`src/rtl/rle_pkg.sv`:
```
// Shared definitions for the RLE encoder/decoder pair: FSM states, default widths, pair layout.
package rle_pkg;
  localparam int RLE_DATA_W  = 8;
  localparam int RLE_CNT_W   = 8;
  localparam int RLE_MAX_RUN = 255;

  typedef enum logic [2:0] {
    IDLE  = 3'd0,
    RUN   = 3'd1,
    FLUSH = 3'd2,
    DRAIN = 3'd3,
    DONE  = 3'd4
  } rle_state_t;

  typedef struct packed {
    logic [RLE_DATA_W-1:0] data;
    logic [RLE_CNT_W-1:0]  count;
  } rle_pair_t;

  function automatic logic [31:0] sat_inc32(input logic [31:0] value);
    if (value == 32'hFFFF_FFFF) begin
      return value;
    end else begin
      return value + 32'd1;
    end
  endfunction
endpackage

```
`src/rtl/rle_encoder_if.sv`:
```
// Pixel-in / pair-out handshake bundle of the RLE encoder; master drives pixels, slave is the encoder.
interface rle_encoder_if
  import rle_pkg::*;
#(
  parameter int DATA_W = RLE_DATA_W,
  parameter int CNT_W  = RLE_CNT_W
);
  logic [DATA_W-1:0] pixel_in;
  logic              valid_in;
  logic              last_in;
  logic              ready_in;
  logic [DATA_W-1:0] data_out;
  logic [CNT_W-1:0]  count_out;
  logic              valid_out;
  logic              ready_out;

  modport master (
    output pixel_in, valid_in, last_in, ready_out,
    input  ready_in, data_out, count_out, valid_out
  );

  modport slave (
    input  pixel_in, valid_in, last_in, ready_out,
    output ready_in, data_out, count_out, valid_out
  );
endinterface

```
`src/rtl/rle_out_reg.sv`:
```
// Single-entry valid/ready holding register for one (pixel, count) pair.
module rle_out_reg
  import rle_pkg::*;
#(
  parameter type PAIR_T = rle_pair_t
) (
  input  logic  clk,
  input  logic  rst,
  input  logic  load,
  input  PAIR_T load_pair,
  input  logic  ready_out,
  output logic  valid_out,
  output PAIR_T pair_out,
  output logic  free
);
  logic  valid_r;
  PAIR_T pair_r;

  // Load wins over drain; a taken pair drops valid but keeps its last value on the bus.
  always_ff @(posedge clk or negedge rst) begin
    if (!rst) begin
      valid_r <= 1'b0;
      pair_r  <= '0;
    end else if (load) begin
      valid_r <= 1'b1;
      pair_r  <= load_pair;
    end else if (valid_r && ready_out) begin
      valid_r <= 1'b0;
    end
  end

  assign valid_out = valid_r;
  assign pair_out  = pair_r;
  assign free      = !valid_r || ready_out;
endmodule

```
`src/rtl/rle_encoder.sv`:
```
// Streaming run-length encoder: pixels in, (pixel, run count) pairs out, framed by start/last_in/done.
// Optional build macro RLE_ENCODER_STATS_EN adds pix_cnt/pair_cnt frame statistics outputs.
module rle_encoder
  import rle_pkg::*;
#(
  parameter int DATA_W  = RLE_DATA_W,
  parameter int CNT_W   = RLE_CNT_W,
  parameter int MAX_RUN = RLE_MAX_RUN
) (
  input  logic          clk,
  input  logic          rst,
  input  logic          start,
  rle_encoder_if.slave  bus,
  output logic          done
`ifdef RLE_ENCODER_STATS_EN
  ,
  output logic [31:0]   pix_cnt,
  output logic [31:0]   pair_cnt
`endif
);
  typedef struct packed {
    logic [DATA_W-1:0] data;
    logic [CNT_W-1:0]  count;
  } pair_t;

  rle_state_t        state_r, state_next_s;
  logic [DATA_W-1:0] cur_pix_r;
  logic [CNT_W-1:0]  cur_cnt_r;
  logic              done_r;

  logic  ready_in_s, accept_s, take_s;
  logic  run_open_s, run_match_s;
  logic  load_s, run_clear_s, run_new_s, run_inc_s;
  pair_t load_pair_s, out_pair_s;
  logic  out_valid_s, out_free_s;

  assign ready_in_s  = (state_r == RUN) && out_free_s;
  assign accept_s    = bus.valid_in && ready_in_s;
  assign take_s      = out_valid_s && bus.ready_out;
  assign run_open_s  = (cur_cnt_r != '0);
  assign run_match_s = (bus.pixel_in == cur_pix_r) && (cur_cnt_r < CNT_W'(MAX_RUN));

  // State register.
  always_ff @(posedge clk or negedge rst) begin
    if (!rst) begin
      state_r <= IDLE;
    end else begin
      state_r <= state_next_s;
    end
  end

  // Next-state logic.
  always_comb begin
    state_next_s = state_r;
    case (state_r)
      IDLE:    if (start) state_next_s = RUN;
               else       state_next_s = IDLE;
      RUN:     if (accept_s && bus.last_in) state_next_s = FLUSH;
               else                         state_next_s = RUN;
      FLUSH:   if (out_free_s) state_next_s = DRAIN;
               else            state_next_s = FLUSH;
      DRAIN:   if (take_s) state_next_s = DONE;
               else        state_next_s = DRAIN;
      DONE:    state_next_s = IDLE;
      default: state_next_s = IDLE;
    endcase
  end

  // Run control and pair loading; a closing pixel emits the old run and reopens with itself.
  always_comb begin
    load_s      = 1'b0;
    run_clear_s = 1'b0;
    run_new_s   = 1'b0;
    run_inc_s   = 1'b0;
    load_pair_s = '{data: cur_pix_r, count: cur_cnt_r};
    case (state_r)
      IDLE: run_clear_s = 1'b1;
      RUN: begin
        if (accept_s) begin
          if (run_open_s && run_match_s) begin
            run_inc_s = 1'b1;
          end else begin
            run_new_s = 1'b1;
            load_s    = run_open_s;
          end
        end else begin
          run_inc_s = 1'b0;
        end
      end
      FLUSH: begin
        if (out_free_s) begin
          load_s      = 1'b1;
          run_clear_s = 1'b1;
        end else begin
          load_s = 1'b0;
        end
      end
      default: run_clear_s = 1'b0;
    endcase
  end

  // Open-run registers.
  always_ff @(posedge clk or negedge rst) begin
    if (!rst) begin
      cur_pix_r <= '0;
      cur_cnt_r <= '0;
    end else if (run_clear_s) begin
      cur_cnt_r <= '0;
    end else if (run_new_s) begin
      cur_pix_r <= bus.pixel_in;
      cur_cnt_r <= CNT_W'(1);
    end else if (run_inc_s) begin
      cur_cnt_r <= cur_cnt_r + CNT_W'(1);
    end
  end

  // done is high exactly while the FSM sits in DONE.
  always_ff @(posedge clk or negedge rst) begin
    if (!rst) begin
      done_r <= 1'b0;
    end else begin
      done_r <= (state_next_s == DONE);
    end
  end

  rle_out_reg #(.PAIR_T(pair_t)) u_out_reg (
    .clk       (clk),
    .rst       (rst),
    .load      (load_s),
    .load_pair (load_pair_s),
    .ready_out (bus.ready_out),
    .valid_out (out_valid_s),
    .pair_out  (out_pair_s),
    .free      (out_free_s)
  );

  assign bus.ready_in  = ready_in_s;
  assign bus.valid_out = out_valid_s;
  assign bus.data_out  = out_pair_s.data;
  assign bus.count_out = out_pair_s.count;
  assign done          = done_r;

`ifdef RLE_ENCODER_STATS_EN
  logic [31:0] pix_cnt_r, pair_cnt_r;

  // Per-frame counters, cleared when a frame is armed.
  always_ff @(posedge clk or negedge rst) begin
    if (!rst) begin
      pix_cnt_r  <= 32'd0;
      pair_cnt_r <= 32'd0;
    end else if ((state_r == IDLE) && start) begin
      pix_cnt_r  <= 32'd0;
      pair_cnt_r <= 32'd0;
    end else begin
      if (accept_s) pix_cnt_r  <= sat_inc32(pix_cnt_r);
      if (take_s)   pair_cnt_r <= sat_inc32(pair_cnt_r);
    end
  end

  assign pix_cnt  = pix_cnt_r;
  assign pair_cnt = pair_cnt_r;
`endif
endmodule

```
`src/flat_wrapper.sv`:
```
// flat-port wrapper written by rule: the top's interface ports become plain ports
module rle_encoder_flat import rle_pkg::*;
#(
  parameter int DATA_W  = RLE_DATA_W,
  parameter int CNT_W   = RLE_CNT_W,
  parameter int MAX_RUN = RLE_MAX_RUN
)
  (clk, rst, start, done, bus_pixel_in, bus_valid_in, bus_last_in, bus_ready_out, bus_ready_in, bus_data_out, bus_count_out, bus_valid_out);
  rle_encoder_if #(.DATA_W(DATA_W), .CNT_W(CNT_W)) bus_i ();
  input  logic clk;
  input  logic rst;
  input  logic start;
  output logic done;
  input wire logic [$bits(bus_i.pixel_in)-1:0] bus_pixel_in;
  input wire logic [$bits(bus_i.valid_in)-1:0] bus_valid_in;
  input wire logic [$bits(bus_i.last_in)-1:0] bus_last_in;
  input wire logic [$bits(bus_i.ready_out)-1:0] bus_ready_out;
  output wire logic [$bits(bus_i.ready_in)-1:0] bus_ready_in;
  output wire logic [$bits(bus_i.data_out)-1:0] bus_data_out;
  output wire logic [$bits(bus_i.count_out)-1:0] bus_count_out;
  output wire logic [$bits(bus_i.valid_out)-1:0] bus_valid_out;
  assign bus_i.pixel_in = bus_pixel_in;
  assign bus_i.valid_in = bus_valid_in;
  assign bus_i.last_in = bus_last_in;
  assign bus_i.ready_out = bus_ready_out;
  assign bus_ready_in = bus_i.ready_in;
  assign bus_data_out = bus_i.data_out;
  assign bus_count_out = bus_i.count_out;
  assign bus_valid_out = bus_i.valid_out;
  rle_encoder #(.DATA_W(DATA_W), .CNT_W(CNT_W), .MAX_RUN(MAX_RUN)) u_core (.clk(clk), .rst(rst), .start(start), .bus(bus_i), .done(done));
endmodule
```
`config.mk`:
```
export PLATFORM = sky130hd
export DESIGN_NAME = rle_encoder_flat
export DESIGN_NICKNAME = d
export VERILOG_FILES = /design/src/rtl/rle_pkg.sv /design/src/rtl/rle_encoder_if.sv /design/src/rtl/rle_out_reg.sv /design/src/rtl/rle_encoder.sv /design/src/flat_wrapper.sv
export SDC_FILE = /design/constraint.sdc
export NUM_CORES = 1
export LEC_CHECK = 0
export ABC_AREA = 1
export CAP_MARGIN = 15
export CORE_MARGIN = 5
export CORE_UTILIZATION = 45
export CTS_CLUSTER_DIAMETER = 40
export DETAILED_ROUTE_END_ITERATION = 8
export MAX_ROUTING_LAYER = met4
export PLACE_DENSITY = 0.76
export SLEW_MARGIN = 30
export SYNTH_ARGS = -nofsm -noshare
export SYNTH_HDL_FRONTEND = slang
export SYNTH_HIERARCHICAL = 1
export SYNTH_SLANG_ARGS = --single-unit
```
`constraint.sdc`:
```
create_clock -name clk -period 3.9 [get_ports clk]
set_input_delay 0.585 -clock clk [delete_from_list [all_inputs] [get_ports clk]]
set_output_delay 0.585 -clock clk [all_outputs]
set_load 0.05 [all_outputs]
```
* Word level (Yosys, flattened, before mapping)
Index checks and enable logic that the tools add are counted.
** Word-level totals
- Flip-flop bits (word level) :: 37
- Logic and storage cells :: 49
- Output and inout bits :: 19
- Input bits :: 14
** Cells by class
- $add $sub $neg :: 1
- Eq/ne operators :: 5
- Bitwise logic cells :: 1
- Reductions and logical operators :: 13
- $lt $le $gt $ge :: 1
- Multiplexer cells :: 21
** Operators with widths (count)
- 8-bit 2-to-1 mux :: 3
- 1-bit 2-to-1 mux :: 13
- 3-bit one-hot mux with 4 select lines :: 1
- 8-bit by 1-bit adder with 8-bit output (second input constant) :: 1
- 8-bit == test :: 1
- 8-bit less-than comparator (second input constant) :: 1
- 8-bit nonzero test :: 1
- 3-bit by 2-bit == test with 1-bit output (second input constant) :: 2
- 1-bit logical AND :: 6
- 1-bit one-hot mux with 2 select lines :: 2
- 3-bit by 1-bit == test with 1-bit output (second input constant) :: 1
- 3-bit == test (second input constant) :: 1
- 3-bit logical NOT :: 1
- 3-bit 2-to-1 mux :: 1
- 3-bit nonzero test :: 1
- 2-bit 2-to-1 mux :: 1
- 2-bit AND reduction :: 1
- 2-bit nonzero test :: 1
- 1-bit logical NOT :: 1
- 1-bit logical OR :: 1
- 1-bit inverter :: 1

* Logic depth before layout (Yosys ltp)
- Word-level depth :: 9
- Mapped depth :: 12
- Gate-level depth less buffers :: 10

* Modules after synthesis
Netlist, hierarchy kept.
** By module, submodules not included
- rle_encoder :: area each 1221.2 um^2, cells an instance 164, instances 1, seq. area each 500.5 um^2
- rle_out_reg :: area each 675.6 um^2, cells an instance 72, instances 1, seq. area each 425.4 um^2

* Worst setup path after synthesis
Ideal clock, no wire load.
- Path kind :: reg2reg
- Start :: reg u_core.u_out_reg.valid_r, in the netlist u_core/u_out_reg/valid_out
- End :: reg u_core.u_out_reg.pair_r (netlist bit u_core/u_out_reg/pair_out[1])
- Period minus slack after synthesis :: 2.335 ns
- Arrival time :: 2.216 ns
- Required time :: 3.781 ns
- Slack :: 1.565 ns
- Cell stages (with the launch flop) :: 11
- Library setup time :: 0.119 ns
- Buffers on the path :: 2
- Cell sequence :: dfrtp_1 > nand2_1 > inv_1 > nor2_2 > nand2_2 > o31ai_1 > buf_6 > inv_8 > buf_8 > nand2_1 > nand2_1
** On the way
- Cells in the longest elaborated chain, start to end :: 6
- Elaborated cells between the ends (all ways) :: 7
- Classes of those cells :: mux (3); reduce/logical (4)
** RTL lines
- start: declaration :: RTL line rle_out_reg.sv:16 : logic valid_r;
- start signal: assignment :: RTL line rle_out_reg.sv:22 : valid_r <= 1'b0;
- start signal: assignment :: RTL line rle_out_reg.sv:25 : valid_r <= 1'b1;
- start signal: assignment :: RTL line rle_out_reg.sv:28 : valid_r <= 1'b0;
- 1-bit logical NOT :: RTL line rle_out_reg.sv:34 : assign free = !valid_r || ready_out;
- 1-bit logical OR :: RTL line rle_out_reg.sv:34
- via u_core.out_free_s :: RTL line rle_encoder.sv:35 : logic out_valid_s, out_free_s;
- 1-bit logical AND :: RTL line rle_encoder.sv:37 : assign ready_in_s = (state_r == RUN) && out_free_s;
- via bus_ready_in :: RTL line flat_wrapper.sv:18 : output wire logic [$bits(bus_i.ready_in)-1:0] bus_ready_in;
- 1-bit logical AND :: RTL line rle_encoder.sv:38 : assign accept_s = bus.valid_in && ready_in_s;
- 1-bit 2-to-1 mux :: RTL line rle_encoder.sv:79 : if (accept_s) begin
- 1-bit one-hot mux with 2 select lines :: RTL line rle_encoder.sv:76 : case (state_r)
- via u_core.load_s :: RTL line rle_encoder.sv:33 : logic load_s, run_clear_s, run_new_s, run_inc_s;
- end signal: assignment :: RTL line rle_out_reg.sv:26 : pair_r <= load_pair;
- end: declaration :: RTL line rle_out_reg.sv:17 : PAIR_T pair_r;
The timed path passes the listed nets, and every way through them passes these cells.
A chain may end at the register's enable or synchronous reset.

* Worst setup path in the final report
- Start :: in bus_ready_out
- End :: out bus_ready_in
** On the way
- Cells in the longest elaborated chain, start to end :: 2
** RTL lines
- start: declaration :: RTL line flat_wrapper.sv:17 : input wire logic [$bits(bus_i.ready_out)-1:0] bus_ready_out;
- 1-bit logical OR :: RTL line rle_out_reg.sv:34
- via u_core.out_free_s :: RTL line rle_encoder.sv:35
- 1-bit logical AND :: RTL line rle_encoder.sv:37
- end: declaration :: RTL line flat_wrapper.sv:18
The timed path passes the listed nets, and every way through them passes these cells.

==> results by group <==
CTS
  • Cts bufs inserted: 5
  • Worst skew pair latency: 0.29 ns
  • Number of H-tree branching levels: 2
  • Resize count post-CTS: 0
  • TritonCTS clock tree: done
  • Hold_buf cts: 0
  • Clock buffer depth: 2
  • Clock tree root buffer cell: sky130_fd_sc_hd__clkbuf_8
  • Post-CTS clock slew at the launch and capture registers of the worst setup and hold paths: 0.06 ns
  • Setup fix buffers added after clock tree synthesis: 0
  • Clock Sinks: 37

Power
  • Power Total: 1.55 mW
  • Leakage power: 1.21 nW
  • Power per cell area: 670 mW/mm^2
  • Max rail drop VDD: 0.335 mV

Place
  • RD Place Congestion: 0.853
  • I/O Buffers: 32
  • DP Wirelength: 2640 um
  • Post-Place Cells: 316

Critical path
  • Data arrival time of the critical path: 2.21 ns
  • Type of element launching the critical path: input pin
  • CP Data Required Time: 3.31 ns
  • Register-to-register setup slack: 1.82 ns
  • CP Max Fanout: 4
  • Critical R2R Capture: u_core/u_out_reg/pair_out[7]$_DFFE_PN0P_
  • Reg2reg path depth: 11
  • Startpoint of the lowest-slack register-to-register path: u_core/cur_cnt_r[0]$_DFFE_PN0P_
  • Critical path class: in -> out
  • Worst setup EP type: output pin

Drt
  • Number of antenna-violating nets in the routed design: 0
  • Detailed router's first-iteration violation count: 81
  • Detail-routed via count per cell: 4.71
  • Overall routed net length: 3550 um
  • Pre-antenna DRT Iters: 4
  • Per-cell routed wire length: 10.9 um
  • Total number of vias: 1525
  • Final routed DRC violation total: 0

Floorplanning
  • Width of the die: 74.9 um
  • Die outline height: 74.9 um
  • Die ar.: 0.00561 mm^2
  • Starting density of the core: 0.467
  • Rows: 23
  • Boundary Pins: 33
  • Core ar.: 0.00406 mm^2

Yosys
  • Count of distinct cell types in the synthesized netlist: 27
  • Post-Syn Instances: 236
  • Sequential fraction of the synthesis area: 0.488
  • Mean instance size in the synthesized netlist: 8.04 um^2
  • Post-Syn Nets: 252
  • YS warnings: 6
  • Post-Syn Area: 0.00190 mm^2
  • Seq cells post-synth: 37

Global route
  • Maximum number of pins on one net before global-route repair: 38
  • Global routing usage summed across all routing layers: 0.155
  • Global route overflow: 0
  • Antenna violations before repair: 0
  • Number of global-route vias before repair: 1443
  • Global-route wire length before repair: 6330 um

Min path
  • Terminating pin of the worst hold path: u_core/u_out_reg/pair_out[5]$_DFFE_PN0P_
  • Type of the worst min-delay path: reg -> reg
  • Hold Path Cell Cnt: 2
  • Hold path start: u_core/u_out_reg/pair_out[5]$_DFFE_PN0P_

Timing
  • Worst hold margin: 0.468 ns
  • Worst Skew: 0.00626 ns
  • Hold violation total from the final report: 0
  • Period Utilization, post-route: 0.717
  • Slew headroom: 0.662
  • Unrepaired setup endpoints after global routing: false
  • Maximum frequency from static timing analysis: 357 MHz
  • Final period demand of the worst path: 2.80 ns
  • Setup-failing EPs final: 0
  • Slew at the pin closest to its max-slew limit: 0.506 ns
  • Accumulated negative setup slack: 0 ns
  • Max Transition Viols Final: 0

Cells and area
  • Cell Count, Final, Fillers Out: 324
  • Number of nets in the final layout: 289
  • Util after Layout: 0.572
  • Area growth from synthesis to layout: 22.3%
  • Share of post-route cells with drive strength above 1: 0.120
  • Inserted Diodes: 0

Run
  • Number of maximum-capacitance violations: 0

Run status
  • Result of the run: finished, final reports clean
power breakdown:
part	total (mW)	internal, mW	switching (mW)
combinational	0.730	0.240	0.490
clock	0.252	0.127	0.125
sequential	0.572	0.485	0.0864
flip-flops by register name (all words and copies together) (netlist names):
name / cells
u_core/u_out_reg/pair_out: 16
u_core/cur_cnt_r: 8
u_core/cur_pix_r: 8
u_core/state_r: 3
u_core/done: 1
u_core/u_out_reg/valid_out: 1
critical path: stages:
cell,delay [ns]
sky130_fd_sc_hd__clkdlybuf4s50_1,0.47
sky130_fd_sc_hd__inv_1,0.04
sky130_fd_sc_hd__nand2_1,0.10
sky130_fd_sc_hd__inv_1,0.06
sky130_fd_sc_hd__nor2_2,0.13
sky130_fd_sc_hd__clkdlybuf4s50_1,0.81
placed cells by master (no fill, tap or decap), drive strengths merged:
| cell | synthesis | layout |
|---|---|---|
| nand4 | 3 | 3 |
| clkdlybuf4s50 | 0 | 32 |
| xor2 | 5 | 5 |
| clkbuf | 1 | 8 |
| inv | 34 | 34 |
| dfrtp | 37 | 37 |
| o211ai | 1 | 1 |
| a22oi | 1 | 1 |
| ha | 2 | 2 |
| o21ai | 13 | 13 |
| nand2 | 104 | 104 |
| o31ai | 1 | 1 |
| nand3 | 6 | 6 |
| o221ai | 1 | 1 |
| nor3 | 4 | 4 |
| nand3b | 1 | 1 |
| nor2 | 19 | 19 |
| buf | 3 | 2 |
synth_stat cells:
| master | count | area (um^2) |
|---|---|---|
| sky130_fd_sc_hd__inv_1 | 31 | 116 |
| sky130_fd_sc_hd__xor2_1 | 5 | 43.8 |
| sky130_fd_sc_hd__o221ai_1 | 1 | 8.76 |
| sky130_fd_sc_hd__nand3_1 | 5 | 25.0 |
| sky130_fd_sc_hd__nand4_1 | 3 | 18.8 |
| sky130_fd_sc_hd__nand2_4 | 1 | 11.3 |
| sky130_fd_sc_hd__o211ai_1 | 1 | 7.51 |
| sky130_fd_sc_hd__clkbuf_8 | 1 | 13.8 |
| sky130_fd_sc_hd__o21ai_0 | 4 | 20.0 |
| sky130_fd_sc_hd__o31ai_1 | 1 | 7.51 |
| sky130_fd_sc_hd__ha_1 | 2 | 25.0 |
| sky130_fd_sc_hd__nor2_1 | 15 | 56.3 |
| sky130_fd_sc_hd__nand3b_1 | 1 | 7.51 |
| sky130_fd_sc_hd__nor2_2 | 4 | 25.0 |
| sky130_fd_sc_hd__inv_2 | 2 | 7.51 |
| sky130_fd_sc_hd__o21ai_1 | 1 | 5.00 |
| sky130_fd_sc_hd__nor3_1 | 4 | 20.0 |
| sky130_fd_sc_hd__dfrtp_1 | 37 | 926 |
| sky130_fd_sc_hd__nand3_2 | 1 | 10.0 |
| sky130_fd_sc_hd__buf_6 | 1 | 11.3 |
| sky130_fd_sc_hd__o21ai_2 | 8 | 70.1 |
| sky130_fd_sc_hd__nand2_2 | 8 | 50.1 |
| sky130_fd_sc_hd__buf_8 | 1 | 15.0 |
| sky130_fd_sc_hd__a22oi_1 | 1 | 7.51 |
| sky130_fd_sc_hd__nand2_1 | 95 | 357 |
| sky130_fd_sc_hd__inv_8 | 1 | 11.3 |
| sky130_fd_sc_hd__buf_12 | 1 | 20.0 |
how the worst max path moves through the flow:
stage,from,to,slack [ns],cells after the start
final,bus_ready_out,bus_ready_in,1.10,6
after global routing,bus_ready_out,bus_ready_in,1.02,6
after CTS,bus_ready_out,bus_ready_in,1.08,6
after detailed placement,bus_ready_out,bus_ready_in,1.08,6
after global placement,bus_ready_out,bus_ready_in,1.13,6
after floorplan,u_core/u_out_reg/valid_out$_DFFE_PN0P_,u_core/u_out_reg/pair_out[1]$_DFFE_PN0P_,1.57,10
per-stage QoR:
step                      area, um^2  setup slack (ns)
after floorplan                 1900              1.57
after global placement          2240              1.13
after detailed placement        2240              1.08
after CTS                       2320              1.08
after global routing            2320              1.02
final                           2320              1.10
area by class of cell:
| type | instances | area (um^2) |
|---|---|---|
| Inverter | 34 | 135 |
| Timing Repair Buffer | 34 | 335 |
| Multi-Input combinational cell | 161 | 781 |
| Tap cell | 50 | 62.6 |
| Fill cell | 398 | 1740 |
| Sequential cell | 37 | 926 |
| Clock buffer | 8 | 80.1 |
routing by layer:
| layer | GRT usage | wire, um | vias to the layer above |
|---|---|---|---|
| li1 | - | - | 793 |
| met1 | 0.193 | 1660 | 689 |
| met2 | 0.233 | 1630 | 36 |
| met3 | 0.0401 | 176 | 7 |
| met4 | 0.0771 | 76 | 0 |
| met5 | - | 0 | - |
kinds of logic (layout without fill, tap and decap cells):
logic type	count (synthesis)	in the layout	synth area share
adder cells (fa/ha/maj)	2	2	0.0132
XOR/XNOR	5	5	0.0231
flip-flops	37	37	0.488
AND/OR/NAND/NOR	137	137	0.306
AO/OA/AOI/OAI	17	17	0.0666
buffers and inverters	38	76	0.103
Note: power is estimated with default switching activity, not from simulation.
